$ cat config.mk
export PLATFORM = sky130hd
export DESIGN_NAME = logic_op_arbiter
export DESIGN_NICKNAME = d
export VERILOG_FILES = /design/src/rtl/logic_op_arbiter.sv
export SDC_FILE = /design/constraint.sdc
export NUM_CORES = 1
export LEC_CHECK = 0
export ABC_AREA = 1
export BUFFER_PORTS_ARGS = -buffer_cell sky130_fd_sc_hd__buf_2
export CAP_MARGIN = 10
export CELL_PAD_IN_SITES_DETAIL_PLACEMENT = 1
export CELL_PAD_IN_SITES_GLOBAL_PLACEMENT = 2
export CORE_MARGIN = 2
export CORE_UTILIZATION = 26
export DETAILED_ROUTE_END_ITERATION = 8
export PLACE_DENSITY = 0.87
export SYNTH_ARGS = -nofsm -noshare
export SYNTH_HDL_FRONTEND = slang
export SYNTH_SLANG_ARGS = --single-unit
$ cat constraint.sdc
create_clock -name i_clk -period 5.8 [get_ports i_clk]
set_input_delay 1.16 -clock i_clk [delete_from_list [all_inputs] [get_ports i_clk]]
set_output_delay 1.16 -clock i_clk [all_outputs]
set_load 0.01 [all_outputs]
$ cat src/rtl/logic_op_arbiter.sv
// Round-robin arbiter sharing one W-bit bitwise/logical op unit among N requesters,
// with a one-deep valid/ready output register. Optional zero flag: LOGIC_ARB_ZFLAG_EN.
module logic_op_arbiter #(
    parameter int N = 4,
    parameter int W = 8
) (
    input  logic                   i_clk,
    input  logic                   i_rst_n,
    input  logic [N-1:0]           i_req_valid,
    output logic [N-1:0]           o_req_ready,
    input  logic [4*N-1:0]         i_req_op,
    input  logic [W*N-1:0]         i_req_a,
    input  logic [W*N-1:0]         i_req_b,
    output logic                   o_out_valid,
    input  logic                   i_out_ready,
    output logic [W-1:0]           o_out_data,
    output logic [$clog2(N)-1:0]   o_out_id,
    output logic                   o_out_err
`ifdef LOGIC_ARB_ZFLAG_EN
    ,
    output logic                   o_out_zero
`endif
);

    localparam int IW = $clog2(N);

    localparam logic [0:0] ST_EMPTY = 1'b0;
    localparam logic [0:0] ST_FULL  = 1'b1;

    logic [0:0]    r_state;
    logic [IW-1:0] r_ptr;
    logic [W-1:0]  r_data;
    logic [IW-1:0] r_id;
    logic          r_err;

    logic [3:0]    w_op_arr [N];
    logic [W-1:0]  w_a_arr  [N];
    logic [W-1:0]  w_b_arr  [N];

    for (genvar gi = 0; gi < N; gi++) begin : g_unpack
        assign w_op_arr[gi] = i_req_op[4*gi +: 4];
        assign w_a_arr[gi]  = i_req_a[W*gi +: W];
        assign w_b_arr[gi]  = i_req_b[W*gi +: W];
    end

    logic          w_found;
    logic [IW-1:0] w_gnt;
    logic          w_can_accept;
    logic          w_grant;
    logic [IW-1:0] w_ptr_nxt;

    // Scan from the pointer upward, wrapping, and take the first valid requester.
    always_comb begin : p_search
        logic [IW:0] sum;
        logic [IW:0] idx;
        w_found = 1'b0;
        w_gnt   = '0;
        sum     = '0;
        idx     = '0;
        for (int k = 0; k < N; k++) begin
            sum = {1'b0, r_ptr} + (IW+1)'(k);
            idx = (sum >= (IW+1)'(N)) ? sum - (IW+1)'(N) : sum;
            if (!w_found && i_req_valid[idx[IW-1:0]]) begin
                w_found = 1'b1;
                w_gnt   = idx[IW-1:0];
            end
        end
    end

    assign w_can_accept = (r_state == ST_EMPTY) || i_out_ready;
    assign w_grant      = i_rst_n && w_can_accept && w_found;
    assign o_req_ready  = w_grant ? (N'(1) << w_gnt) : '0;
    assign w_ptr_nxt    = (w_gnt == IW'(N-1)) ? '0 : w_gnt + IW'(1);

    logic [3:0]   w_op;
    logic [W-1:0] w_a;
    logic [W-1:0] w_b;
    logic [W-1:0] w_res;
    logic         w_err;

    assign w_op = w_op_arr[w_gnt];
    assign w_a  = w_a_arr[w_gnt];
    assign w_b  = w_b_arr[w_gnt];

    always_comb begin
        w_res = '0;
        w_err = 1'b0;
        case (w_op)
            4'd0: w_res = w_a & w_b;
            4'd1: w_res = w_a | w_b;
            4'd2: w_res = ~(w_a & w_b);
            4'd3: w_res = ~(w_a | w_b);
            4'd4: w_res = w_a ^ w_b;
            4'd5: w_res = ~(w_a ^ w_b);
            4'd6: w_res = ~w_a;
            4'd7: w_res = w_a;
            4'd8: w_res = {{(W-1){1'b0}}, (|w_a) && (|w_b)};
            4'd9: w_res = {{(W-1){1'b0}}, (|w_a) || (|w_b)};
            default: w_err = 1'b1;
        endcase
    end

`ifdef LOGIC_ARB_ZFLAG_EN
    logic r_zero;
    always_ff @(posedge i_clk) begin
        if (!i_rst_n)     r_zero <= 1'b0;
        else if (w_grant) r_zero <= (w_res == '0);
    end
    assign o_out_zero = r_zero;
`endif

    // A grant while FULL only happens when the consumer takes the old result,
    // so reloading in place sustains one result per cycle.
    always_ff @(posedge i_clk) begin
        if (!i_rst_n) begin
            r_state <= ST_EMPTY;
            r_ptr   <= '0;
            r_data  <= '0;
            r_id    <= '0;
            r_err   <= 1'b0;
        end else if (w_grant) begin
            r_state <= ST_FULL;
            r_ptr   <= w_ptr_nxt;
            r_data  <= w_res;
            r_id    <= w_gnt;
            r_err   <= w_err;
        end else if (r_state == ST_FULL && i_out_ready) begin
            r_state <= ST_EMPTY;
        end
    end

    assign o_out_valid = (r_state == ST_FULL);
    assign o_out_data  = r_data;
    assign o_out_id    = r_id;
    assign o_out_err   = r_err;

endmodule
# Word level (Yosys, flattened, before mapping)
# Cells that the tools add are included.
# totals
ff_bits	14
in_bits	87
output_inout_bits	16
wordCells	94
# op_classes
addsub	8
magnitude_cmp	9
eq_ne	10
shift	1
mux	35
n_bitwise	9
n_reduce_logical	17
# ops
operator	count
8-bit one-hot mux with 10 select lines	1
8-bit binary-select mux with 2-bit select	2
8-bit 2-to-1 mux	4
8-bit NOT	4
2-bit 2-to-1 mux	9
4-bit by 3-bit equality test with 1-bit output, second input constant	4
8-bit OR reduction	2
3-bit greater-or-equal comparator, second input constant	4
2-bit by 3-bit < comparator with 1-bit output, second input constant	4
4-bit 2-to-1 mux	3
1-bit 2-to-1 mux	11
10-bit OR reduction	1
8-bit AND	1
1-bit binary-select mux with 2-bit select	4
4-bit binary-select mux with 2-bit select	1
4-bit by 2-bit equality test with 1-bit output, second input constant	2
4-bit equality test, second input constant	2
8-bit OR	1
2-bit by 1-bit subtractor with 2-bit output, second input constant	4
8-bit bitwise XOR	1
1-bit logical AND	7
2-bit by 2-bit adder with 3-bit output, second input constant	2
4-bit by 1-bit equality test with 1-bit output, second input constant	1
4-bit logical NOT	1
10 further kinds	13

# Longest topological paths before layout
# depth
word_depth	21
depth_mapped	23
depth_no_buf	22

# Least setup slack after synthesis
# No wires, ideal clock.
# synth_timing
path_type	input to output
from	input port i_req_valid[3]
to	output port o_req_ready[0]
t_arrival_ns	2.691
slack_ns	1.949
cell_stages	11
path_buffers	3
cell_sequence	inv_1 > nand2_1 > nand3_1 > nand2_2 > nor2_4 > nand3_4 > buf_2 > buf_2 > nand3_1 > clkbuf_1 > nor2_1
# synth_between
elab_chain_len	14
word_cells_on_any_way	25
classes_between	1 x shift; 17 x mux; 7 x reduce/logical
# synth_rtl
item	line_no	rtl
start, declared	9	input logic [N-1:0] i_req_valid,
1-bit binary-select mux with 2-bit select	63	if (!w_found && i_req_valid[idx[IW-1:0]]) begin
1-bit 2-to-1 mux (not written as such)	63	
1-bit 2-to-1 mux	63	
1-bit logical NOT	63	
1-bit logical AND	63	
1-bit 2-to-1 mux	63	
1-bit logical NOT	63	
1-bit logical AND	63	
1-bit 2-to-1 mux	63	
1-bit logical NOT	63	
1-bit logical AND	63	
2-bit 2-to-1 mux / 1-bit 2-to-1 mux (equally long branches)	63	
1-bit by 2-bit << shifter with 4-bit output / 1-bit logical AND (equally long branches)	72, 71	
4-bit 2-to-1 mux *	72	assign o_req_ready = w_grant ? (N'(1) << w_gnt) : '0;
end, declared	10	output logic [N-1:0] o_req_ready,
# Mark *: on every way between the ends. The rest lies on a longest branch, timed or not. The select of a mux whose other input is x is not followed.

# Final worst setup path
# layout_timing
from	input port i_req_valid[1]
to	output port o_req_ready[2]
# The elaborated chain is that of the path after synthesis.

==> impl_metrics.toml <==
[run_status]
outcome = "completed"

[synthesis]
synth_edf_count = 0
synth_top_cell_area_share_pct = 27.8
syn_area_um2 = 3080
synth_warnings = 0
yosys-top-cells-area = "nand2_1 28%, nand3_1 13%, dfxtp_1 9.1%"
synthTopCellsByCount = "228 x nand2_1, 80 x nand3_1, 74 x inv_1"
synth_most_common_cell = "nand2_1"
synth.avg_cell_area_um2 = 5.19
async_flop_share_pct = 0
ys_seq_elements = 14
synth_cell_types = 26
ys_seq_area_share_pct = 9.10
syn_nets = 701
ys.flop_type = "dfxtp_1"
netlist.top_cell.by_area = "nand2_1"
synth_cells = 594

[cts]
clk_latency_ns = 0.24
cts.clk_slew.worst_paths_ns = 0.04
cts_buffers = 3
clock-sinks = 14
clockBufferDepth = 2
cts-htree-levels = 1
post_cts_buffers = 0
cts_tree = "yes"
root_buffer = "clkbuf_16"
cts_hold_buf = 0
cts_resized = 0

[final_layout]
nNetsFinal = 782
regArea_um2 = 280
n_fill_cell = 1643
n_antenna_cell = 0
design_area_um2 = 3680
area_growth_pct = 19.6
drive_gt1_share_pct = 20.1
multi_input_area_um2 = 2320

[sta]
hold_viol_final = 0
skew_ns = 0.00190
setup_violations = 0
rsz0062_at_grt = "no"
worstMarginPinSlew_ns = 0.665
slew_headroom_pct = 55.6
maxSlewViolCount = 0
finalCriticalPeriod_ns = 4.63
fmax_mhz = 216
fin_crit_sh_pct = 79.7
finalSetupTns_ns = 0

[critical_path]
rrSetupSlack_ns = 1.71
slowest_stage = "buf_4"
crit_start = "i_req_valid[1]"
reg2reg_depth = 19
crit_path_cell_trace = "buf_2 -> inv_1 -> nand2_1 -> nand3_1 -> nand2_2 -> nor2_4 -> nand3_4 -> nand3_4 -> buf_4 -> ha_1 -> inv_1 -> nor2_1 -> buf_2"
endpoint = "o_req_ready[2]"
cp-start-kind = "input port"
required_ns = 4.64
rr_endpoint = "o_out_data[7]"
critical_path.max_fanout = 55
reg2reg_from = "r_ptr[0]"
crit_path_end_kind = "output port"
cpPeakStageDelay_ns = 0.48
cp.arrival_ns = 3.47
critical_path_class = "in2out"

[placed_design]
io_buffer_count = 102
dp_hpwl_um = 9200
routabilityCongestion = 0.867
placedInstanceArea_um2 = 3610

[route]
vias = 3962
route.detailed.drc = 0
dr.pass1.iters = 5
wirelength_um = 11600
wl_per_cell_um = 14.2
ant_nets = 0
via_per_inst = 4.86
first_iter_violations = 113

[die]
start_util_pct = 26.9
die_y_um = 113
die_w_um = 113
rows = 39
pin_count = 103
coreArea_um2 = 11500
fp.dieArea_um2 = 12700

[grt]
grt_overflow = 0
antenna_found_initial = 0
grt_max_degree = 56
grtUsageTotal_pct = 18.4
grt_pass1_vias = 4102
grt_pass1_wl_um = 19600

[min_path]
hold_depth = 2
min_from = "o_out_data[3]"
min_path_type = "reg2reg"

[job]
drv_cap = 0
## worst max-delay path, delay by kind of cell
kind | cells | cell delay [ns]
buf+inv | 5 | 0.86
fa+ha+maj | 1 | 0.24
simple gates | 7 | 1.20
## how the worst min path moves through the flow
stage	slack (ns)	to
detailed placement	0.46	o_out_data[0]
global placement	0.46	o_out_data[0]
global route	0.48	o_out_data[3]
CTS	0.47	o_out_data[0]
floorplan	0.49	o_out_data[0]
finish	0.47	o_out_data[3]
## layout by cell type (no fill, tap or decap), drive strengths merged
master,Yosys,final
o21ai,35,35
nand3b,2,2
nand3,84,84
a21oi,12,12
clkinv,1,1
inv,80,80
buf,25,104
dfxtp,14,14
nor3,3,3
clkbuf,3,3
nor2,44,44
nand4,32,32
ha,20,20
nand2,239,239
## logic make-up (layout without fill, tap and decap cells)
group	count (synthesis)	in the layout	synth area share (%)
and+or+nand+nor	404	404	59.6
buffers and inverters	109	188	15.6
adders and majority gates	20	20	8.12
AOI/OAI and AO/OA	47	47	7.64
DFF	14	14	9.10
## area by class of cell
type / instances / area share [%]
clock buffers: 3 / 2.04
well taps: 143 / 4.86
multi-input cells: 471 / 63.0
inverters: 81 / 8.25
repair buffers: 104 / 14.3
flip-flops and latches: 14 / 7.61
## sequential cells by signal (all words and copies together) (netlist names)
register,count
o_out_valid,1
o_out_data,8
r_ptr,2
o_out_id,2
o_out_err,1
## through the flow
| stage | util, % | worst slack [ns] | cells | hold slack (ns) |
|---|---|---|---|---|
| after global placement | 31.5 | 1.21 | 813 | 0.460 |
| after floorplan | - | 1.95 | 594 | 0.490 |
| final | 32.1 | 1.17 | 816 | 0.471 |
| after global routing | 32.1 | 0.888 | 816 | 0.484 |
| after CTS | 32.1 | 1.16 | 816 | 0.468 |
| after detailed placement | 31.5 | 1.17 | 813 | 0.462 |
## routing by layer
| layer | up-vias | global-route usage (%) | routed length, um |
|---|---|---|---|
| li1 | 2048 | - | - |
| met1 | 1812 | 24.7 | 5590 |
| met2 | 94 | 32.8 | 5380 |
| met3 | 8 | 0.911 | 448 |
| met4 | 0 | 3.33 | 130 |
| met5 | - | 0 | 0 |
Power is not shown: default switching activity piles up to over one toggle a cycle in this logic, so the estimate is an artifact.
